==> config.mk <==
export PLATFORM = sky130hd
export DESIGN_NAME = uart_tx
export DESIGN_NICKNAME = d
export VERILOG_FILES = /design/src/rtl/uart_pkg.sv /design/src/rtl/uart_baud_gen.sv /design/src/rtl/uart_tx.sv
export SDC_FILE = /design/constraint.sdc
export NUM_CORES = 1
export LEC_CHECK = 0
export CAP_MARGIN = 20
export CORE_AREA = 4 4 44 75
export DETAILED_ROUTE_END_ITERATION = 6
export DIE_AREA = 0 0 48 79
export PLACE_DENSITY = 0.75
export SLEW_MARGIN = 20
export SYNTH_ARGS = -nofsm -noshare
export SYNTH_HDL_FRONTEND = slang
export SYNTH_SLANG_ARGS = --single-unit
==> constraint.sdc <==
create_clock -name clk -period 2.4 [get_ports clk]
set_input_delay 0.48 -clock clk [delete_from_list [all_inputs] [get_ports clk]]
set_output_delay 0.48 -clock clk [all_outputs]
set_load 0.02 [all_outputs]
==> src/rtl/uart_pkg.sv <==
// rtl/uart_pkg.sv - shared UART state encoding and line-level constants
package uart_pkg;

  typedef enum logic [2:0] {
    IDLE   = 3'd0,
    START  = 3'd1,
    DATA   = 3'd2,
    PARITY = 3'd3,
    STOP   = 3'd4
  } uart_state_e;

  localparam int   DATA_BITS = 8;
  localparam logic LINE_IDLE = 1'b1;
  localparam logic START_LVL = 1'b0;

endpackage

==> src/rtl/uart_baud_gen.sv <==
// rtl/uart_baud_gen.sv - bit-period counter, ticks on the last cycle of each bit
module uart_baud_gen #(
  parameter int unsigned KBAUD = 10416
) (
  input  logic clk,
  input  logic rst,
  input  logic clr,
  input  logic en,
  output logic tick
);

  localparam int unsigned      CW   = $clog2(KBAUD);
  localparam logic [CW-1:0]    LAST = CW'(KBAUD - 1);

  logic [CW-1:0] cnt;

  always_ff @(posedge clk) begin
    if (!rst) begin
      cnt <= '0;
    end else if (clr) begin
      cnt <= '0;
    end else if (en) begin
      cnt <= (cnt == LAST) ? '0 : cnt + 1'b1;
    end
  end

  assign tick = en && (cnt == LAST);

endmodule

==> src/rtl/uart_tx.sv <==
// rtl/uart_tx.sv - 8N1/8N2 UART transmitter with valid/ready byte input
// Define UART_TX_PARITY_EN to insert an even-parity bit between data and stop.
module uart_tx
  import uart_pkg::*;
#(
  parameter int unsigned KBAUD     = 14'd10416,
  parameter int unsigned STOP_BITS = 1
) (
  input  logic       clk,
  input  logic       rst,
  input  logic [7:0] in_data,
  input  logic       in_valid,
  output logic       in_ready,
  output logic       out_tx,
  output logic       busy,
  output logic       tx_done
);

  localparam logic [2:0] LAST_BIT  = 3'(DATA_BITS - 1);
  localparam logic       LAST_STOP = 1'(STOP_BITS - 1);

  uart_state_e state, state_next;
  logic [7:0]  shift_reg, shift_next;
  logic [2:0]  bit_cnt, bit_next;
  logic        stop_idx, stop_next;
  logic        line_next;
  logic        ready_en;
  logic        tick;
  logic        accept;
  logic        final_stop;

  uart_baud_gen #(.KBAUD(KBAUD)) u_baud (
    .clk  (clk),
    .rst  (rst),
    .clr  (accept),
    .en   (busy),
    .tick (tick)
  );

`ifdef UART_TX_PARITY_EN
  logic parity_bit;

  always_ff @(posedge clk) begin
    if (!rst) begin
      parity_bit <= 1'b0;
    end else if (accept) begin
      parity_bit <= ^in_data;
    end
  end
`endif

  assign busy       = (state != IDLE);
  assign final_stop = (state == STOP) && tick && (stop_idx == LAST_STOP);
  assign tx_done    = final_stop;
  // ready_en holds in_ready low for the whole reset and lifts it on the first free cycle
  assign in_ready   = ready_en && ((state == IDLE) || final_stop);
  assign accept     = in_valid && in_ready;

  always_comb begin
    state_next = state;
    shift_next = shift_reg;
    bit_next   = bit_cnt;
    stop_next  = stop_idx;
    line_next  = LINE_IDLE;

    case (state)
      IDLE: ;
      START: begin
        if (tick) state_next = DATA;
      end
      DATA: begin
        if (tick) begin
          if (bit_cnt == LAST_BIT) begin
`ifdef UART_TX_PARITY_EN
            state_next = PARITY;
`else
            state_next = STOP;
`endif
            stop_next  = 1'b0;
          end else begin
            bit_next   = bit_cnt + 3'd1;
            shift_next = shift_reg >> 1;
          end
        end
      end
`ifdef UART_TX_PARITY_EN
      PARITY: begin
        if (tick) begin
          state_next = STOP;
          stop_next  = 1'b0;
        end
      end
`endif
      STOP: begin
        if (tick) begin
          if (stop_idx == LAST_STOP) state_next = IDLE;
          else                       stop_next  = stop_idx + 1'b1;
        end
      end
      default: state_next = IDLE;
    endcase

    // accept is only possible in IDLE or the final stop cycle, so it overrides either
    if (accept) begin
      state_next = START;
      shift_next = in_data;
      bit_next   = 3'd0;
    end

    case (state_next)
      START:   line_next = START_LVL;
      DATA:    line_next = shift_next[0];
`ifdef UART_TX_PARITY_EN
      PARITY:  line_next = parity_bit;
`endif
      default: line_next = LINE_IDLE;
    endcase
  end

  always_ff @(posedge clk) begin
    if (!rst) begin
      state     <= IDLE;
      shift_reg <= '0;
      bit_cnt   <= '0;
      stop_idx  <= 1'b0;
      out_tx    <= LINE_IDLE;
      ready_en  <= 1'b0;
    end else begin
      state     <= state_next;
      shift_reg <= shift_next;
      bit_cnt   <= bit_next;
      stop_idx  <= stop_next;
      out_tx    <= line_next;
      ready_en  <= 1'b1;
    end
  end

endmodule

==> run_results.csv, run 1 <==
group,metric,value,unit
placed_design,hpwl,2.38,mm
placed_design,port_buffers,14,
power_and_ir_drop,ir_worst_vdd,0.000505,V
global_route,grt_max_degree,15,
cts,cts_resized,7,
global_route,use_met1,16.7,%
route,drtIter0Drc,27,
finish,register_area,601,um2
die,start_util,53.4,%
finish,diodes,0,
cts,cts_sinks,30,
timing,hold_viol,0,
critical_path,endpoint_kind,"output port",
finish,post-route-util,68.0,%
finish,largest_reg_flops,14,
finish,multiInputGateArea,805,um2
critical_path,cp_cell_sequence,"or4b_4 > or4_4 > nor2_1 > buf_2",
cts,hold_buffers,0,
die,fp.coreArea,2690,um2
route,antenna_left,0,
logic_synthesis,synth-seq-cells,30,
die,dieArea,3790,um2
timing,skew,3.15,ps
route,drt_first_pass_iters,4,
finish,finalNonFillerCells,221,
logic_synthesis,ys_seq_area_share,41.8,%
cts,clkTransAtPathRegs,60,ps
global_route,grt_usage,18.0,%
global_route,grt_pass1_vias,1221,
finish,mostFrequentLayoutCell,"dfxtp_1",
critical_path,crit_type,"reg -> out",
logic_synthesis,syn_avg_cell_area,9.22,um2
timing,setup_viol_count_final,0,
outcome,status,"complete, no violations",
global_route,busiest_layer,"met2",
critical_path,reg2reg_to,"out_tx",
route,routed_wl,2.99,mm
finish,syn2layout_area_growth,27.2,%
worst_hold_path,hold_class,"reg -> reg",
placed_design,postPlaceCellArea,1740,um2
timing,rsz0062_at_grt,"no",
timing,finalCritPeriodShare,97.3,%
cts,worstSkewPairLatency,280,ps
timing,fin_crit,2330,ps
logic_synthesis,ys.warnings.count,0,
power_and_ir_drop,powerDensity,556,nW/um2
logic_synthesis,synth-edff-count,0,
critical_path,r2r.worst_path.cells,6,
cts,root_buffer,"clkbuf_8",
logic_synthesis,async_flop_share,0,%
critical_path,startpoint_type,"flop",
finish,mostFrequentLayoutCells,"dfxtp_1, nor2_1, buf_4",
finish,final_nets,207,
global_route,grt_pass1_wl,5.00,mm
cts,cts_buffers,5,
die,pin_count,15,
flow_run,cap_violations,0,
worst_hold_path,whs_path_depth,2,
logic_synthesis,synthDistinctLibCells,40,
route,num_vias,1227,
finish,nFillCells,223,
cts,cts_tree,"yes",
critical_path,cp.arrival,1850,ps
logic_synthesis,yosysTopAreaCell,"dfxtp_1",
logic_synthesis,ys_top_cells_by_area,"dfxtp_1, mux2i_1, nor2_1, xor2_1, a21oi_1",
logic_synthesis,synth.top_cell.area_share,41.8,%
global_route,grt_use_met3,4.54,%
critical_path,rrSetupSlack,360,ps
route,wl_per_cell,13.5,um
finish,final_layout_size_suffix_gt1_share,22.2,%
route,viasPerCell,5.55,
logic_synthesis,syn_area,1440,um2
critical_path,cp_max_fo,3,
finish,stdcell_area,1830,um2
global_route,grt_use_met2,33.2,%
cts,cts_setup_buffers,0,
global_route,grt-ovfl-total,0,
global_route,antenna_found_initial,0,
cts,htreeDepth,2,
logic_synthesis,syn-instance-count,156,
placed_design,place_congestion,0.813,
route,route.detailed.drc,0,
power_and_ir_drop,p_leak,0.000790,uW
die,std_cell_rows,25,
placed_design,dp.cells,213,
timing,slew_headroom,52.9,%
critical_path,r2r-start,"u_baud.cnt[9]",
die,fp.dieH,79,um
timing,tightest_slew,698,ps
logic_synthesis,synth_fp_nets,170,
worst_hold_path,min-delay-start,"bit_cnt[2]",
logic_synthesis,ys.flop_type,"dfxtp_1",
critical_path,slowest_delay,560,ps
worst_hold_path,hold_end,"bit_cnt[2]",
die,die_w,48,um
timing,timing.setup.tns,0,ps
cts,clockBufferDepth,2,
critical_path,required,1920,ps
critical_path,slowest_stage,"or4b_4",
timing,drv_slew,0,
timing,max_freq,0.428,GHz
where the power goes:
group	total [uW]	internal [uW]	switching [uW]
registers	521	512	8.51
clock network	419	230	189
logic	78.3	39.4	38.8
total	1020	781	236
kinds of logic (layout without fill, tap and decap cells):
group,after synthesis,count (layout),synth area share (%)
mux,12,12,8.79
fa+ha+maj,3,3,2.61
simple gates,67,67,26.8
flops,30,30,41.8
xor+xnor,13,13,7.92
buf+inv,8,46,2.52
compound gates,23,23,9.57
layout make-up:
cell class / count / area share [%]
clock buffer: 6 / 4.51
clock inverter: 2 / 0.684
inverter: 4 / 0.821
multi-input combinational: 118 / 44.0
sequential: 30 / 32.8
tap: 27 / 1.85
timing repair buffer: 34 / 15.3
how the worst max path moves through the flow:
stage,startpoint,to,slack [ps],cells past startpoint
CTS,u_baud.cnt[9],in_ready,10,4
global placement,u_baud.cnt[9],tx_done,-60,4
global route,u_baud.cnt[9],tx_done,1,4
finish,u_baud.cnt[9],tx_done,70,4
detailed placement,u_baud.cnt[9],tx_done,-110,4
floorplan,u_baud.cnt[9],tx_done,260,3
per-layer routing:
| layer | vias to the layer above | wire [um] | share of wire (%) |
|---|---|---|---|
| met5 | - | 0 | 0 |
| met4 | 0 | 88 | 2.9 |
| met3 | 12 | 114 | 3.8 |
| met2 | 29 | 1690 | 56 |
| met1 | 562 | 1100 | 37 |
| li1 | 624 | - | - |
synthesized netlist by cell type (4+ instances only):
cell and instances:
dfxtp_1 30, nor2_1 26, a21oi_1 11, nand2_1 11, mux2i_1 10, xor2_1 9, nand3_1 6, inv_1 4
o21ai_0 4, xnor2_1 4
metrics by stage:
step	power (uW)	hold slack, ps	setup WS (ps)
after floorplan	574	459	258
after global placement	609	480	-61.2
after detailed placement	611	495	-110
after CTS	1030	511	11.6
after global routing	1070	552	1.15
final	1020	515	65.3
critical path: cells and delay by family (launching register included):
family        cells  cell delay, ps
flops             1             310
buf+inv           1             160
simple gates      3            1100
(Power assumes the default switching activity.)
==> inputs of run 2 (changes only) <==
--- a/config.mk
+++ b/config.mk
@@ -9,7 +9,7 @@
 export CORE_AREA = 4 4 44 75
 export DETAILED_ROUTE_END_ITERATION = 6
 export DIE_AREA = 0 0 48 79
-export PLACE_DENSITY = 0.75
+export PLACE_DENSITY = 0.71
 export SLEW_MARGIN = 20
 export SYNTH_ARGS = -nofsm -noshare
 export SYNTH_HDL_FRONTEND = slang
==> run_results.csv, run 2 (synthesis gave the netlist of run 1 again) <==
group,metric,value,unit
critical_path,reg2reg_to,"shift_reg[6]",
cts,cts_sinks,30,
timing,hold_viol,0,
placed_design,hpwl,2.45,mm
power_and_ir_drop,p_int,855,uW
power_and_ir_drop,p_leak,0.000801,uW
timing,timing.setup.tns,0,ps
cts,clkTransAtPathRegs,60,ps
cts,htreeDepth,2,
route,route.detailed.drc,0,
critical_path,crit_type,"reg -> out",
timing,finalCritPeriodShare,97.5,%
critical_path,r2r.worst_path.cells,7,
power_and_ir_drop,clockPowerShare,45.4,%
cts,hold_buffers,0,
placed_design,dp.cells,213,
power_and_ir_drop,p_sw_share,22.1,%
die,die_w,48,um
timing,setup_viol_count_final,0,
placed_design,place_congestion,0.853,
global_route,grt_pass1_vias,1273,
global_route,antenna_found_initial,0,
cts,cts_tree,"yes",
die,start_util,53.4,%
route,drtIter0Drc,26,
die,std_cell_rows,25,
critical_path,startpoint_type,"flop",
placed_design,port_buffers,14,
die,dieArea,3790,um2
timing,drv_slew,0,
global_route,grt_usage,19.5,%
finish,stdcell_area,1850,um2
timing,fin_crit,2340,ps
global_route,grt_pass1_wl,5.26,mm
finish,diodes,0,
global_route,grt-ovfl-total,0,
cts,worstSkewPairLatency,290,ps
outcome,status,"complete, no violations",
route,wl_per_cell,14.2,um
critical_path,endpoint_kind,"output port",
finish,final_nets,207,
route,num_vias,1243,
critical_path,required,1920,ps
critical_path,critical_path.startpoint,"u_baud.cnt[9]",
finish,largest_reg_flops,14,
finish,mostFrequentLayoutCell,"dfxtp_1",
finish,finalNonFillerCells,221,
power_and_ir_drop,switching_power,242,uW
route,antenna_left,0,
power_and_ir_drop,power_frac_seq,47.5,%
route,drt_first_pass_iters,4,
power_and_ir_drop,ir_worst_vdd,0.000481,V
placed_design,pre_cts_slack,-115,ps
cts,clockBufferDepth,2,
worst_hold_path,hold_class,"reg -> reg",
die,pin_count,15,
critical_path,endpoint,"tx_done",
cts,cts_setup_buffers,0,
route,routed_wl,3.14,mm
die,fp.dieH,79,um
timing,skew,5.34,ps
global_route,grt_max_degree,15,
critical_path,cp_max_fo,4,
timing,setup_slack,59.1,ps
placed_design,postPlaceCellArea,1740,um2
critical_path,r2r-start,"u_baud.cnt[9]",
timing,slew_headroom,46.5,%
finish,final_layout_size_suffix_gt1_share,22.7,%
flow_run,cap_violations,0,
finish,post-route-util,68.8,%
critical_path,cp.arrival,1860,ps
timing,max_freq,0.427,GHz
finish,syn2layout_area_growth,28.7,%
cts,root_buffer,"clkbuf_8",
critical_path,rrSetupSlack,290,ps
power_and_ir_drop,powerDensity,593,nW/um2
finish,mostFrequentLayoutCells,"dfxtp_1, nor2_1, buf_4",
power_and_ir_drop,combPwrFrac,7.1,%
cts,cts_buffers,5,
timing,tightest_slew,793,ps
timing,rsz0062_at_grt,"no",
route,viasPerCell,5.62,
die,fp.coreArea,2690,um2
run 2: worst min path at each step:
stage | from | endpoint | slack, ps | cells past startpoint
3_3_place_gp | bit_cnt[1] | bit_cnt[1] | 480 | 2
3_5_place_dp | bit_cnt[2] | bit_cnt[2] | 510 | 2
2_1_floorplan | u_baud.cnt[1] | u_baud.cnt[1] | 460 | 2
5_1_grt | shift_reg[5] | shift_reg[4] | 560 | 2
4_1_cts | bit_cnt[2] | bit_cnt[2] | 530 | 2
6_report | bit_cnt[2] | bit_cnt[2] | 530 | 2
run 2: timing repair:
action                                 4_1_cts  5_1_grt
gates resized for setup                      6        4
endpoints found under the hold margin        0        0
setup endpoints to repair                    2        3
run 2: per-layer routing:
metal	GRT usage (%)	share of wire (%)	vias to the layer above
li1	-	-	618
met4	11.1	3.5	0
met5	0	0	-
met1	17.0	34	592
met2	35.8	58	24
met3	4.99	4.1	9
run 2: area by class of cell:
class,count,area (um2)
fill,242,840
multi-input combinational,118,810
sequential,30,601
timing repair buffer,34,283
clock buffer,5,68.8
clock inverter,3,40.0
tap,27,33.8
inverter,4,15.0
run 2: per-stage QoR:
stage	hold WS, ps	power, uW
2_1_floorplan	459	574
3_3_place_gp	481	608
3_5_place_dp	515	611
4_1_cts	530	1110
5_1_grt	564	1130
6_report	531	1100
run 2: power by group through the flow:
stage	clock (uW)	sequential (uW)	combinational, uW
after floorplan	0	532	42.3
after global placement	0	531	76.6
after detailed placement	0	532	79.2
after CTS	509	521	79.2
after global routing	527	522	85.6
final	499	521	78.0
run 2: critical path, stage by stage (launching register included):
cell	delay, ps
dfxtp_1	310
or4b_4	560
or4_4	440
nor2_1	120
buf_4	150
==> inputs of run 3 (changes only) <==
--- a/config.mk
+++ b/config.mk
@@ -5,7 +5,6 @@
 export SDC_FILE = /design/constraint.sdc
 export NUM_CORES = 1
 export LEC_CHECK = 0
-export CAP_MARGIN = 20
 export CORE_AREA = 4 4 44 75
 export DETAILED_ROUTE_END_ITERATION = 6
 export DIE_AREA = 0 0 48 79
==> results of run 3 <==
Same layout as run 2: the final DEF is identical, and so are final timing and power.
